--- src/rtl/bcd_conv_if.sv ---
// Request/response/engine signal bundle for the shared BCD converter scheduler.
interface bcd_conv_if #(
   parameter int NUM_REQ = 4,
   parameter int ID_W    = 2
);
   logic [NUM_REQ-1:0]   req_valid;
   logic [8*NUM_REQ-1:0] req_data;
   logic [NUM_REQ-1:0]   req_ready;
   logic                 resp_valid;
   logic                 resp_ready;
   logic [ID_W-1:0]      resp_id;
   logic [9:0]           resp_decimal;
   logic                 resp_err;
   logic                 conv_start;
   logic [7:0]           conv_bin;
   logic                 conv_done;
   logic [9:0]           conv_decimal;

   modport slave (
      input  req_valid, req_data, resp_ready, conv_done, conv_decimal,
      output req_ready, resp_valid, resp_id, resp_decimal, resp_err, conv_start, conv_bin
   );

   modport master (
      output req_valid, req_data, resp_ready, conv_done, conv_decimal,
      input  req_ready, resp_valid, resp_id, resp_decimal, resp_err, conv_start, conv_bin
   );
endinterface

--- src/rtl/bcd_conv_scheduler.sv ---
// Round-robin scheduler sharing one sequential binary-to-BCD engine among NUM_REQ clients.
//
// state  | meaning
// IDLE   | arbitrate; grant first valid requester from rr_ptr
// LAUNCH | one-cycle conv_start pulse, timer cleared
// WAIT   | wait for conv_done or timer reaching TIMEOUT-1
// RESP   | hold response until resp_ready
module bcd_conv_scheduler #(
   parameter int NUM_REQ = 4,
   parameter int ID_W    = 2,
   parameter int TIMEOUT = 16
) (
   input  logic       clk,
   input  logic       rst_n,
   bcd_conv_if.slave  bus
);
   localparam int TMR_W = $clog2(TIMEOUT);

   typedef enum logic [1:0] {IDLE, LAUNCH, WAIT, RESP} state_t;

   state_t             state, state_nx;
   logic [ID_W-1:0]    rr_ptr, rr_ptr_nx;
   logic [TMR_W-1:0]   timer, timer_nx;
   logic [7:0]         conv_bin_q, conv_bin_nx;
   logic [ID_W-1:0]    resp_id_q, resp_id_nx;
   logic [9:0]         resp_dec_q, resp_dec_nx;
   logic               resp_err_q, resp_err_nx;

   logic               grant_found;
   logic [ID_W-1:0]    grant_idx;
   logic [ID_W-1:0]    cand_idx;
   logic [NUM_REQ-1:0] grant_vec;
   int                 cand;

   // Rotating priority search starting at rr_ptr
   always_comb begin
      grant_found = 1'b0;
      grant_idx   = '0;
      cand        = 0;
      cand_idx    = '0;
      for (int k = 0; k < NUM_REQ; k++) begin
         cand = int'(rr_ptr) + k;
         if (cand >= NUM_REQ) cand = cand - NUM_REQ;
         cand_idx = ID_W'(cand);
         if (!grant_found && bus.req_valid[cand_idx]) begin
            grant_found = 1'b1;
            grant_idx   = cand_idx;
         end
      end
      grant_vec = '0;
      if (grant_found && state == IDLE && rst_n) grant_vec[grant_idx] = 1'b1;
   end

   always_comb begin
      state_nx    = state;
      rr_ptr_nx   = rr_ptr;
      timer_nx    = timer;
      conv_bin_nx = conv_bin_q;
      resp_id_nx  = resp_id_q;
      resp_dec_nx = resp_dec_q;
      resp_err_nx = resp_err_q;
      case (state)
         IDLE: begin
            if (grant_found) begin
               conv_bin_nx = bus.req_data[8*int'(grant_idx) +: 8];
               resp_id_nx  = grant_idx;
               state_nx    = LAUNCH;
            end
         end
         LAUNCH: begin
            timer_nx = '0;
            state_nx = WAIT;
         end
         WAIT: begin
            // done is checked first so it wins a tie with the timeout
            if (bus.conv_done) begin
               resp_dec_nx = bus.conv_decimal;
               resp_err_nx = (bus.conv_decimal[3:0] > 4'd9) || (bus.conv_decimal[7:4] > 4'd9);
               state_nx    = RESP;
            end else if (timer == TMR_W'(TIMEOUT-1)) begin
               resp_dec_nx = '0;
               resp_err_nx = 1'b1;
               state_nx    = RESP;
            end else begin
               timer_nx = timer + TMR_W'(1);
            end
         end
         RESP: begin
            if (bus.resp_ready) begin
               rr_ptr_nx = (resp_id_q == ID_W'(NUM_REQ-1)) ? '0 : resp_id_q + ID_W'(1);
               state_nx  = IDLE;
            end
         end
         default: state_nx = IDLE;
      endcase
   end

   always_ff @(posedge clk) begin
      if (!rst_n) begin
         state      <= IDLE;
         rr_ptr     <= '0;
         timer      <= '0;
         conv_bin_q <= '0;
         resp_id_q  <= '0;
         resp_dec_q <= '0;
         resp_err_q <= 1'b0;
      end else begin
         state      <= state_nx;
         rr_ptr     <= rr_ptr_nx;
         timer      <= timer_nx;
         conv_bin_q <= conv_bin_nx;
         resp_id_q  <= resp_id_nx;
         resp_dec_q <= resp_dec_nx;
         resp_err_q <= resp_err_nx;
      end
   end

   assign bus.req_ready    = grant_vec;
   assign bus.conv_start   = (state == LAUNCH);
   assign bus.conv_bin     = conv_bin_q;
   assign bus.resp_valid   = (state == RESP);
   assign bus.resp_id      = resp_id_q;
   assign bus.resp_decimal = resp_dec_q;
   assign bus.resp_err     = resp_err_q;
endmodule

--- src/flat_wrapper.sv ---
// flat-port wrapper written by rule: the top's interface ports become plain ports
module bcd_conv_scheduler_flat 
#(
   parameter int NUM_REQ = 4,
   parameter int ID_W    = 2,
   parameter int TIMEOUT = 16
)
  (clk, rst_n, bus_req_valid, bus_req_data, bus_resp_ready, bus_conv_done, bus_conv_decimal, bus_req_ready, bus_resp_valid, bus_resp_id, bus_resp_decimal, bus_resp_err, bus_conv_start, bus_conv_bin);
  bcd_conv_if #(.NUM_REQ(NUM_REQ), .ID_W(ID_W)) bus_i ();
  input  logic clk;
  input  logic rst_n;
  input wire logic [$bits(bus_i.req_valid)-1:0] bus_req_valid;
  input wire logic [$bits(bus_i.req_data)-1:0] bus_req_data;
  input wire logic [$bits(bus_i.resp_ready)-1:0] bus_resp_ready;
  input wire logic [$bits(bus_i.conv_done)-1:0] bus_conv_done;
  input wire logic [$bits(bus_i.conv_decimal)-1:0] bus_conv_decimal;
  output wire logic [$bits(bus_i.req_ready)-1:0] bus_req_ready;
  output wire logic [$bits(bus_i.resp_valid)-1:0] bus_resp_valid;
  output wire logic [$bits(bus_i.resp_id)-1:0] bus_resp_id;
  output wire logic [$bits(bus_i.resp_decimal)-1:0] bus_resp_decimal;
  output wire logic [$bits(bus_i.resp_err)-1:0] bus_resp_err;
  output wire logic [$bits(bus_i.conv_start)-1:0] bus_conv_start;
  output wire logic [$bits(bus_i.conv_bin)-1:0] bus_conv_bin;
  assign bus_i.req_valid = bus_req_valid;
  assign bus_i.req_data = bus_req_data;
  assign bus_i.resp_ready = bus_resp_ready;
  assign bus_i.conv_done = bus_conv_done;
  assign bus_i.conv_decimal = bus_conv_decimal;
  assign bus_req_ready = bus_i.req_ready;
  assign bus_resp_valid = bus_i.resp_valid;
  assign bus_resp_id = bus_i.resp_id;
  assign bus_resp_decimal = bus_i.resp_decimal;
  assign bus_resp_err = bus_i.resp_err;
  assign bus_conv_start = bus_i.conv_start;
  assign bus_conv_bin = bus_i.conv_bin;
  bcd_conv_scheduler #(.NUM_REQ(NUM_REQ), .ID_W(ID_W), .TIMEOUT(TIMEOUT)) u_core (.clk(clk), .rst_n(rst_n), .bus(bus_i));
endmodule
--- config.mk ---
export PLATFORM = sky130hd
export DESIGN_NAME = bcd_conv_scheduler_flat
export DESIGN_NICKNAME = d
export VERILOG_FILES = /design/src/rtl/bcd_conv_if.sv /design/src/rtl/bcd_conv_scheduler.sv /design/src/flat_wrapper.sv
export SDC_FILE = /design/constraint.sdc
export NUM_CORES = 1
export LEC_CHECK = 0
export ABC_AREA = 0
export BUFFER_PORTS_ARGS = -buffer_cell sky130_fd_sc_hd__buf_2
export CORE_MARGIN = 5
export CORE_UTILIZATION = 46
export DETAILED_ROUTE_END_ITERATION = 10
export PLACE_DENSITY = 0.79
export SYNTH_ARGS = -nofsm -noshare
export SYNTH_HDL_FRONTEND = slang
export SYNTH_SLANG_ARGS = --single-unit
export TNS_END_PERCENT = 10
--- constraint.sdc ---
create_clock -name clk -period 2.34 [get_ports clk]
set_input_delay 0.585 -clock clk [delete_from_list [all_inputs] [get_ports clk]]
set_output_delay 0.585 -clock clk [all_outputs]
set_load 0.02 [all_outputs]
== Yosys cells after proc, flatten, opt, wreduce, memory -nomap -nowiden ==
Index checks and enable logic that the tools add are counted.
Operators by class
  order comparisons: 12
  shift-type cells: 1
  equality and inequality tests: 10
  $add $sub $neg: 9
  reduce and logical (&&, ||, !) cells: 18
  mux-type cells: 36
Operators by type and width (count)
  32-bit by 6-bit variable part select with 8-bit output: 1
  2-bit two-way mux: 13
  10-bit two-way mux: 2
  2-bit by 3-bit less-than comparator with 1-bit output (second input constant): 5
  4-bit two-way mux: 3
  1-bit two-way mux: 11
  3-bit greater-or-equal comparator (second input constant): 3
  1-bit binary-select mux with 2-bit select: 4
  4-bit greater-than comparator (second input constant): 2
  2-bit case mux with 4 select lines: 1
  4-bit case mux with 2 select lines: 1
  2-bit by 1-bit subtractor with 2-bit output (second input constant): 4
  2-bit by 2-bit adder with 3-bit output (second input constant): 2
  2-bit == test (second input constant): 3
  1-bit logical AND: 6
  2-bit != test (second input constant): 3
  2-bit AND reduction: 3
  3-bit AND reduction: 2
  4-bit by 1-bit adder with 4-bit output (second input constant): 1
  4-bit == test (second input constant): 1
  2-bit nonzero test: 2
  2-bit by 1-bit adder with 3-bit output (second input constant): 1
  2-bit by 3-bit greater-or-equal comparator with 1-bit output (second input constant): 1
  1-bit logical NOT: 3
  other kinds (8): 8
Word-level totals
  output and inout port bits: 27
  word-level logic and storage cells: 93
  flip-flop bits (word level): 29
  input port bits: 50

== Depth between registers and ports, before layout ==
Gate-level depths: netlist of the first run.
  depth in word-level cells: 19
  gate-level depth with buffers: 8
  mapped depth without buffers: 6

== Least setup slack after synthesis of the first run ==
Ideal clock, no wire load.
  kind: input -> output
  start point: input bus_req_valid[2]
  end point: output bus_req_ready[0]
  stages on the path: 7
  path slack: 0.027 ns
  required time: 1.755 ns
  data arrival time: 1.728 ns
  path through: nand2b_1 -> a21oi_2 -> or3_1 -> buf_6 -> buf_12 -> nand2_1 -> nor2_1
On the way
  word-level cells in the longest chain between the ends: 17
  elaborated cells on any way between the ends: 30
RTL lines
  start: declaration: RTL line flat_wrapper.sv:12  | input wire logic [$bits(bus_i.req_valid)-1:0] bus_req_valid;
  1-bit binary-select mux with 2-bit select: RTL line bcd_conv_scheduler.sv:45  | if (!grant_found && bus.req_valid[cand_idx]) begin
  1-bit two-way mux (implied by the code): RTL line bcd_conv_scheduler.sv:45
  1-bit two-way mux: RTL line bcd_conv_scheduler.sv:45
  1-bit logical NOT: RTL line bcd_conv_scheduler.sv:45
  1-bit logical AND: RTL line bcd_conv_scheduler.sv:45
  1-bit two-way mux: RTL line bcd_conv_scheduler.sv:45
  1-bit logical NOT: RTL line bcd_conv_scheduler.sv:45
  1-bit logical AND: RTL line bcd_conv_scheduler.sv:45
  1-bit two-way mux: RTL line bcd_conv_scheduler.sv:45
  1-bit logical NOT: RTL line bcd_conv_scheduler.sv:45
  1-bit logical AND: RTL line bcd_conv_scheduler.sv:45
  2-bit two-way mux: RTL line bcd_conv_scheduler.sv:45
  2-bit by 3-bit less-than comparator with 1-bit output (implied by the code) or 2-bit by 1-bit greater-or-equal comparator with 1-bit output (tied branches): RTL line bcd_conv_scheduler.sv:51  | if (grant_found && state == IDLE && rst_n) grant_vec[grant_idx] = 1'b1;
  1-bit logical AND (implied by the code): RTL line bcd_conv_scheduler.sv:51
  1-bit two-way mux (implied by the code): RTL line bcd_conv_scheduler.sv:51
  1-bit demux with 2-bit select
  4-bit two-way mux (*): RTL line bcd_conv_scheduler.sv:51
  end: declaration: RTL line flat_wrapper.sv:17  | output wire logic [$bits(bus_i.req_ready)-1:0] bus_req_ready;
Every way passes the cells marked *; elsewhere a longest branch is shown, timed or not. The select of a mux whose other input is x is not followed.

== Final worst setup path of the first run ==
  start point: register u_core.rr_ptr[1]
  end point: output bus_req_ready[2]
On the way
  word-level cells in the longest chain between the ends: 19
  elaborated cells on any way between the ends: 45
RTL lines
  start: declaration: RTL line bcd_conv_scheduler.sv:22  | logic [ID_W-1:0] rr_ptr, rr_ptr_nx;
  start signal: assignment: RTL line bcd_conv_scheduler.sv:109  | rr_ptr <= rr_ptr_nx;
  branches (longest 18 deep; another with 2-bit by 1-bit adder with 3-bit output)
  4-bit two-way mux (*): RTL line bcd_conv_scheduler.sv:51
Mark *: on every way between the ends. The select of a mux whose other input is x is not followed.

==> results of run 1 <==
[per-layer routing]
metal	routed length (um)	track usage [%]	up-vias
met4	40	5.53	0
li1	-	-	830
met1	1870	20.9	717
met2	2000	26.5	44
met5	0	0	-
met3	292	5.90	7
[timing repair]
item	CTS	global route
endpoints found under the hold margin	0	0
resized for setup	4	12
pin swaps	0	5
setup buffers	0	2
setup endpoints to repair	4	4
[power by group through the flow]
stage	Combinational [W]	Sequential (W)	Clock [W]
finish	0.000871	0.000649	0.000294
CTS	0.000858	0.000650	0.000303
global route	0.000966	0.000663	0.000320
floorplan	0.000479	0.000749	0
detailed placement	0.000851	0.000660	0
global placement	0.000840	0.000657	0
[synth_stat cells (2+ instances only)]
library cell,n
nor2b_1,13
a21boi_0,4
buf_6,2
nor2_1,6
a211oi_1,7
nor3_1,2
nor4b_1,7
nand3_1,7
nand2_1,11
dfxtp_1,29
a21oi_1,4
a22oi_1,10
a2111oi_2,6
nand2b_1,5
ha_1,7
buf_2,2
mux2i_1,11
clkbuf_1,7
and2_1,6
o21ai_0,13
inv_1,5
[area by class of cell]
cell class,instances,area (um2),area share [%]
timing repair buffer,87,489,22.0
multi-input combinational,134,1020,45.6
inverter,6,22.5,1.01
sequential,29,586,26.3
clock buffer,5,37.5,1.68
clock inverter,3,17.5,0.786
tap,48,60.1,2.70
[flip-flops by register name, summed over array words and instances (netlist names)]
register / flops
u_core.timer: 4
u_core.bus.resp_id: 2
u_core.rr_ptr: 2
u_core.bus.resp_err: 1
u_core.bus.conv_bin: 8
u_core.bus.resp_decimal: 10
u_core.state: 2
[logic make-up after synthesis]
group,share of synthesized area [%]
AOI/OAI and AO/OA,24.7
and+or+nand+nor,22.2
adders and majority gates,5.24
DFF,34.7
xor gates and xnor gates,0.524
muxes,6.59
buffers and inverters,6.06
[worst max path at each step]
stage / startpoint / end / slack (ns) / cells past startpoint
global route: u_core.rr_ptr[1] / bus_req_ready[2] / -0.02 / 6
finish: u_core.rr_ptr[1] / bus_req_ready[2] / 0.07 / 6
floorplan: bus_req_valid[2] / bus_req_ready[0] / 0.03 / 7
detailed placement: bus_req_valid[2] / bus_req_ready[1] / 0.07 / 8
global placement: bus_req_valid[2] / bus_req_ready[3] / 0.1 / 8
CTS: u_core.rr_ptr[1] / bus_req_ready[3] / 0.007 / 7
[worst max-delay path: stages (launching register included)]
cell and delay (ns):
dfxtp_4 0.39, mux2i_2 0.23, nor2_2 0.08, or3_4 0.37, nand2_2 0.07, nor2_1 0.05
buf_4 0.16
[stage by stage]
step	TNS [ns]	setup slack, ns	std cells	hold slack, ns	total power (W)
detailed placement	0	0.0670	302	0.431	0.00151
floorplan	0	0.0269	181	0.472	0.00123
finish	0	0.0702	312	0.443	0.00181
global placement	0	0.0959	302	0.426	0.00150
global route	-0.0610	-0.0223	312	0.480	0.00195
CTS	0	0.00744	310	0.445	0.00181
==> run_results.csv, run 1 <==
group,metric,value,unit
yosys,synth-seq-area-share,34.7,%
place,place_congestion,0.822,
yosys,synth_largest_area_cell,"dfxtp_1",
global_routing,grt_pass1_wl,6.67,mm
worst_setup_path,timing.rr.start,"u_core.rr_ptr[1]",
yosys,ys_seq_elements,29,
worst_hold_path,hold_path_class,"reg2reg",
yosys,synth_edf_count,0,
worst_setup_path,critPathKind,"reg2out",
global_routing,grt_start_max_net_pins,24,
timing,rsz0062_at_grt,"yes",
floorplan,io_pins,77,
floorplan,std_cell_rows,22,
global_routing,grt.overflow.total,0,
yosys,avgSynthCellArea,9.24,um2
yosys,synth_area_leaders,"dfxtp_1 (35%), mux2i_1 (6.6%), a2111oi_2 (5.4%)",
yosys,synth_top_area_share,34.7,%
route,wl_per_cell,13.5,um
timing,period_needed,2.27,ns
route,wirelength,4.21,mm
cells_and_area,drive_above_1_share,43.9,%
place,port_buffers,76,
route,drc,0,
yosys,ys_types,38,
pwr,p_switching,0.000741,W
yosys,ys_warn_count,0,
worst_setup_path,worstSetupEndpointType,"primary output",
cells_and_area,final_cell_mix,"buf_2 (72), dfxtp_1 (27), o21ai_0 (13), buf_4 (13), nor2b_1 (12)",
place,place_area,0.00211,mm2
floorplan,die_h,70.3,um
pwr,power_frac_comb,48.0,%
clock_tree,cts_tree,"yes",
timing,fmax,0.441,GHz
clock_tree,clock_tree.root_cell,"clkbuf_4",
cells_and_area,fillers,316,
clock_tree,clkTransAtPathRegs,0.09,ns
clock_tree,clock-sinks,29,
route,drtIter0Drc,76,
timing,slew_violations,0,
pwr,cellInternalPower,0.00107,W
worst_hold_path,hold_end,"u_core.bus.resp_err",
floorplan,initial_core_util,46.7,%
yosys,netlist_area,0.00167,mm2
pwr,powerDensity,814,mW/mm2
yosys,syn_nets,238,
worst_setup_path,startpoint_type,"flop",
pwr,p_seq_share,35.8,%
outcome,outcome,"finished, final reports clean",
floorplan,core,0.00358,mm2
clock_tree,postCtsHoldBufs,0,
pwr,ir_drop,464,uV
clock_tree,cts_buffers,5,
worst_setup_path,rr_endpoint,"u_core.bus.conv_bin[6]",
route,dr_total_vias,1598,
worst_setup_path,r2r_slack,0.41,ns
cells_and_area,syn_to_final_growth,33.3,%
worst_setup_path,r2r_cells,6,
timing,setup_viol,0,
worst_hold_path,worstHoldPathCells,2,
clock_tree,htree_levels,2,
route,vias_per_cell,5.12,
timing,max_slew_margin,64.6,%
clock_tree,cts.path.max_buffers,2,
yosys,async_flop_share,0,%
timing,worst_pin_slew,0.524,ns
pwr,p_leak,1.01,nW
cells_and_area,final_core_util,62.3,%
worst_hold_path,min_from,"u_core.bus.resp_err",
worst_setup_path,cp_max_fo,6,
worst_setup_path,arrival,1.68,ns
cells_and_area,design_area,0.00223,mm2
clock_tree,clk-insertion-delay-late,0.33,ns
global_routing,grt_pass1_vias,1472,
timing,fin_skew,0.00843,ns
floorplan,dieWidth,70.3,um
place,dpl.hpwl,3.21,mm
global_routing,grt_usage,16.7,%
timing,hold_viol_final,0,
global_routing,antenna_found_initial,0,
floorplan,die_area,0.00494,mm2
yosys,synth_cells,181,
route,first_pass_iters,4,
yosys,synth-main-ff-cell,"dfxtp_1",
cells_and_area,num_antenna_cells,0,
cells_and_area,nets,320,
cells_and_area,final_common_cell,"buf_2",
pwr,switching_share,40.8,%
job,max_cap_viol_count,0,
route,final_antenna_net_count,0,
timing,post-route-period-util,97.0,%
worst_setup_path,required,1.75,ns
pwr,p_clk_share,16.2,%
Note: power is estimated with default switching activity, not from simulation.
==> run 2, diff against run 1 <==
--- a/config.mk
+++ b/config.mk
@@ -7,10 +7,11 @@
 export LEC_CHECK = 0
 export ABC_AREA = 0
 export BUFFER_PORTS_ARGS = -buffer_cell sky130_fd_sc_hd__buf_2
+export CORE_ASPECT_RATIO = 1.75
 export CORE_MARGIN = 5
-export CORE_UTILIZATION = 46
+export CORE_UTILIZATION = 35
 export DETAILED_ROUTE_END_ITERATION = 10
-export PLACE_DENSITY = 0.79
+export PLACE_DENSITY = 0.63
 export SYNTH_ARGS = -nofsm -noshare
 export SYNTH_HDL_FRONTEND = slang
 export SYNTH_SLANG_ARGS = --single-unit
==> run 2 against run 1 <==
Net effect:
- die area up 28%
- clock power up 36%
- non-clock buffer count unchanged
- final area down 0.51%
- maximum frequency up 1.4%
- clock skew about the same
- critical endpoint is now bus_req_ready[0]
- largest cell class unchanged
- largest power group unchanged
- highest routed layer unchanged
==> run_results.csv, run 2 (synthesis gave the netlist of run 1 again) <==
group,metric,value,unit
pwr,cellInternalPower,0.00113,W
worst_setup_path,critical_path.max_stage_delay,0.41,ns
clock_tree,clock-sinks,29,
route,drc,0,
timing,timing.final.ws_setup,0.102,ns
route,wirelength,4.59,mm
pwr,p_switching,0.000750,W
timing,fmax,0.447,GHz
cells_and_area,largest_reg_flops,10,
global_routing,grt.overflow.total,0,
pwr,powerDensity,848,mW/mm2
route,final_antenna_net_count,0,
place,place_congestion,0.794,
place,dpl.hpwl,3.59,mm
route,wl_per_cell,14.5,um
pwr,p_leak,1.01,nW
cells_and_area,design_area,0.00222,mm2
cells_and_area,fillers,503,
clock_tree,clk-insertion-delay-late,0.28,ns
timing,rsz0062_at_grt,"no",
worst_hold_path,hold_path_class,"reg2reg",
worst_setup_path,worstSetupEndpointType,"primary output",
global_routing,grt_start_max_net_pins,30,
cells_and_area,final_core_util,47.5,%
clock_tree,cts_buffers,5,
pwr,power_frac_comb,44.1,%
timing,fin_skew,0.00851,ns
cells_and_area,num_antenna_cells,0,
clock_tree,cts.path.max_buffers,2,
timing,slew_violations,0,
timing,worst_pin_slew,0.523,ns
place,dpl_worst_slack,0.0846,ns
worst_setup_path,arrival,1.65,ns
worst_setup_path,crit_chain,"mux2i_1, nor2_2, or3_4, nand2_1, nor2_1, buf_2",
global_routing,grt_usage,14.6,%
job,max_cap_viol_count,0,
clock_tree,clkTransAtPathRegs,0.06,ns
clock_tree,cts_setup_buffers,0,
clock_tree,htree_levels,2,
worst_setup_path,critPathKind,"reg2out",
pwr,p_seq_share,34.7,%
timing,tns,0,ns
floorplan,dieWidth,62.2,um
outcome,outcome,"finished, final reports clean",
floorplan,core,0.00467,mm2
route,drtIter0Drc,53,
worst_setup_path,required,1.75,ns
place,place_area,0.00212,mm2
cells_and_area,final_cell_mix,"buf_2 (76), dfxtp_1 (28), o21ai_0 (13), nor2b_1 (13)",
floorplan,std_cell_rows,33,
global_routing,antenna_found_initial,0,
timing,period_needed,2.24,ns
floorplan,die_area,0.00631,mm2
cells_and_area,drive_above_1_share,40.9,%
route,vias_per_cell,5.22,
pwr,ir_drop,517,uV
timing,hold_viol_final,0,
worst_setup_path,crit_slowest_cell,"or3_4",
cells_and_area,syn_to_final_growth,32.6,%
cells_and_area,final_common_cell,"buf_2",
timing,post-route-period-util,95.6,%
cells_and_area,nets,320,
worst_setup_path,startpoint_type,"flop",
clock_tree,clock_tree.root_cell,"clkbuf_8",
timing,setup_viol,0,
pwr,p_clk_share,21.2,%
pwr,switching_share,39.9,%
route,first_pass_iters,4,
global_routing,grt_pass1_wl,7.53,mm
global_routing,grt_pass1_vias,1670,
floorplan,die_h,101,um
floorplan,io_pins,77,
route,dr_total_vias,1650,
clock_tree,cts_tree,"yes",
timing,max_slew_margin,65.2,%
place,port_buffers,76,
worst_setup_path,cp_max_fo,6,
floorplan,initial_core_util,35.8,%
-- run 2: cell types whose count changed in the layout (fill, tap and decap cells not counted), sizes merged --
| cell | change |
|---|---|
| clkbuf | +1 |
| clkinvlp | -1 |
-- run 2: timing repair --
action / in CTS / in global routing
hold buffers: 0 / 0
gates resized for setup: 1 / 3
setup endpoints to repair: 3 / 4
-- run 2: cell type report --
type,instances,area [um2],area share [%]
clock inverter,2,10.0,0.451
sequential,29,584,26.4
multi-input combinational,134,1000,45.1
inverter,6,22.5,1.02
clock buffer,6,72.6,3.27
timing repair buffer,87,463,20.9
tap,52,65.1,2.93
-- run 2: path summary, 6_finish.rpt --
kind / start / to / slack [ns] / cells after the start
worst min-delay path: u_core.bus.resp_err / u_core.bus.resp_err / 0.44 / 2
worst max register to register: u_core.rr_ptr[1] / u_core.bus.conv_bin[4] / 0.43 / 6
worst max-delay path: u_core.rr_ptr[1] / bus_req_ready[0] / 0.10 / 6
worst min register to register: u_core.bus.resp_err / u_core.bus.resp_err / 0.44 / 2
-- run 2: power by group through the flow --
stage	combinational, W	clock, W	sequential [W]
6_report	0.000829	0.000399	0.000651
5_1_grt	0.000926	0.000434	0.000663
4_1_cts	0.000837	0.000416	0.000655
3_5_place_dp	0.000830	0	0.000664
3_3_place_gp	0.000825	0	0.000664
2_1_floorplan	0.000479	0	0.000749
-- run 2: critical path, delay by kind of cell, from the launching register on --
kind                   cells  cell delay [ns]
buffers and inverters      1             0.15
flip-flops                 1             0.38
AND/OR/NAND/NOR            4             0.64
multiplexers               1             0.22
-- run 2: stage by stage --
step	total power, W	instances	hold WS, ns
after floorplan	0.00123	181	0.472
after global placement	0.00149	308	0.431
after detailed placement	0.00149	308	0.434
after CTS	0.00191	316	0.444
after global routing	0.00202	316	0.455
final	0.00188	316	0.441
-- run 2: routing by layer --
layer	part of all wire [%]	GRT usage [%]
met4	3.2	7.68
met1	37	14.6
met5	0	0
met2	53	26.6
met3	7.0	4.66
==> run 3, diff against run 2 <==
--- a/config.mk
+++ b/config.mk
@@ -7,8 +7,8 @@
 export LEC_CHECK = 0
 export ABC_AREA = 0
 export BUFFER_PORTS_ARGS = -buffer_cell sky130_fd_sc_hd__buf_2
+export CAP_MARGIN = 20
 export CORE_ASPECT_RATIO = 1.75
-export CORE_MARGIN = 5
 export CORE_UTILIZATION = 35
 export DETAILED_ROUTE_END_ITERATION = 10
 export PLACE_DENSITY = 0.63
==> run 3 against run 2 <==
Net effect:
- critical endpoint is now bus_req_ready[1]
- global-route usage up 3.2 points
- sequential power about the same
- maximum frequency down 0.19%
- largest cell class unchanged
==> run_results.csv, run 3 (synthesis gave the netlist of run 1 again) <==
group,metric,value,unit
outcome,outcome,"finished, final reports clean",
floorplan,initial_core_util,37.3,%
timing,post-route-period-util,95.8,%
worst_setup_path,cp_max_fo,5,
floorplan,die_area,0.00507,mm2
route,first_pass_iters,4,
job,max_cap_viol_count,0,
worst_hold_path,hold_path_class,"reg2reg",
pwr,p_leak,1.02,nW
global_routing,grt_usage,17.8,%
worst_setup_path,r2r_cells,6,
worst_setup_path,worstSetupEndpointType,"primary output",
clock_tree,clock_tree.root_cell,"clkbuf_8",
clock_tree,clk-insertion-delay-late,0.27,ns
clock_tree,cts_tree,"yes",
cells_and_area,largest_reg_flops,10,
global_routing,grt_start_max_net_pins,23,
worst_setup_path,required,1.75,ns
cells_and_area,syn_to_final_growth,33.2,%
clock_tree,clock-sinks,29,
timing,max_slew_margin,65.5,%
timing,fin_skew,0.00306,ns
worst_setup_path,critPathKind,"in2out",
clock_tree,cts_buffers,5,
pwr,ir_drop,615,uV
clock_tree,clkTransAtPathRegs,0.06,ns
cells_and_area,drive_above_1_share,41.7,%
cells_and_area,final_cell_mix,"buf_2 (76), dfxtp_1 (28), o21ai_0 (13)",
cells_and_area,nets,320,
place,dpl.hpwl,3.25,mm
worst_setup_path,startpoint_type,"input pin",
cells_and_area,final_common_cell,"buf_2",
floorplan,core,0.00448,mm2
floorplan,die_h,93.4,um
route,final_antenna_net_count,0,
clock_tree,cts.path.max_buffers,2,
clock_tree,cts_setup_buffers,0,
timing,fmax,0.446,GHz
timing,tns,0,ns
route,drtIter0Drc,36,
route,wirelength,4.15,mm
worst_setup_path,arrival,1.66,ns
timing,hold_viol_final,0,
route,vias_per_cell,5.23,
clock_tree,htree_levels,2,
place,place_congestion,0.783,
timing,period_needed,2.24,ns
worst_hold_path,worstHoldPathCells,2,
global_routing,grt.overflow.total,0,
route,wl_per_cell,13.2,um
timing,rsz0062_at_grt,"no",
place,dpl_worst_slack,0.0391,ns
timing,timing.final.ws_setup,0.0981,ns
floorplan,std_cell_rows,32,
route,dr_total_vias,1647,
timing,worst_pin_slew,0.518,ns
global_routing,grt_pass1_vias,1595,
global_routing,grt_pass1_wl,6.75,mm
floorplan,io_pins,77,
global_routing,antenna_found_initial,0,
place,port_buffers,76,
cells_and_area,final_core_util,49.7,%
timing,setup_viol,0,
route,drc,0,
clock_tree,postCtsHoldBufs,0,
floorplan,dieWidth,54.2,um
pwr,powerDensity,842,mW/mm2
cells_and_area,num_antenna_cells,0,
timing,slew_violations,0,
## run 3: worst max-delay path, stage by stage
cell and delay [ns]:
buf_2 0.13, a21oi_1 0.07, o21ai_0 0.14, o2bb2a_1 0.27
nand2b_1 0.18, nor2_1 0.11, buf_2 0.17
## run 3: routing by layer
layer | GRT usage [%] | vias to the layer above | share of wire, %
met1 | 17.9 | 746 | 38
li1 | - | 827 | -
met5 | 0 | - | 0
met4 | 6.62 | 0 | 1.3
met2 | 32.9 | 69 | 54
met3 | 4.23 | 5 | 6.0
## run 3: path summary, 6_finish.rpt
check	from	endpoint	slack [ns]
min reg2reg	u_core.bus.resp_err	u_core.bus.resp_err	0.44
min	u_core.bus.resp_err	u_core.bus.resp_err	0.44
max	bus_req_valid[0]	bus_req_ready[1]	0.1
max reg2reg	u_core.rr_ptr[1]	u_core.bus.conv_bin[7]	0.44
## run 3: where the power goes
part	switching [W]	internal, W	leakage, nW
Sequential	0.0000581	0.000593	0.237
Clock	0.000178	0.000205	0.0450
Combinational	0.000498	0.000344	0.736
Total	0.000734	0.00114	1.02
## run 3: metrics by stage
stage / hold slack [ns] / area, um2 / std cells / total power, W
floorplan: 0.472 / 1670 / 181 / 0.00123
global placement: 0.428 / 2120 / 307 / 0.00149
detailed placement: 0.433 / 2120 / 307 / 0.00149
CTS: 0.443 / 2210 / 315 / 0.00189
global route: 0.473 / 2230 / 315 / 0.00203
finish: 0.437 / 2230 / 315 / 0.00188
## run 3: timing repair
action,CTS,global route
setup endpoints to repair,2,4
cloned,0,0
resized for setup,1,5
## run 3: cell type report
type                       count  area, um2
multi-input combinational    134       1010
clock buffer                   6       72.6
fill                         468       2260
inverter                       6       22.5
sequential                    29        582
clock inverter                 2       10.0
tap                           51       63.8
timing repair buffer          87        463
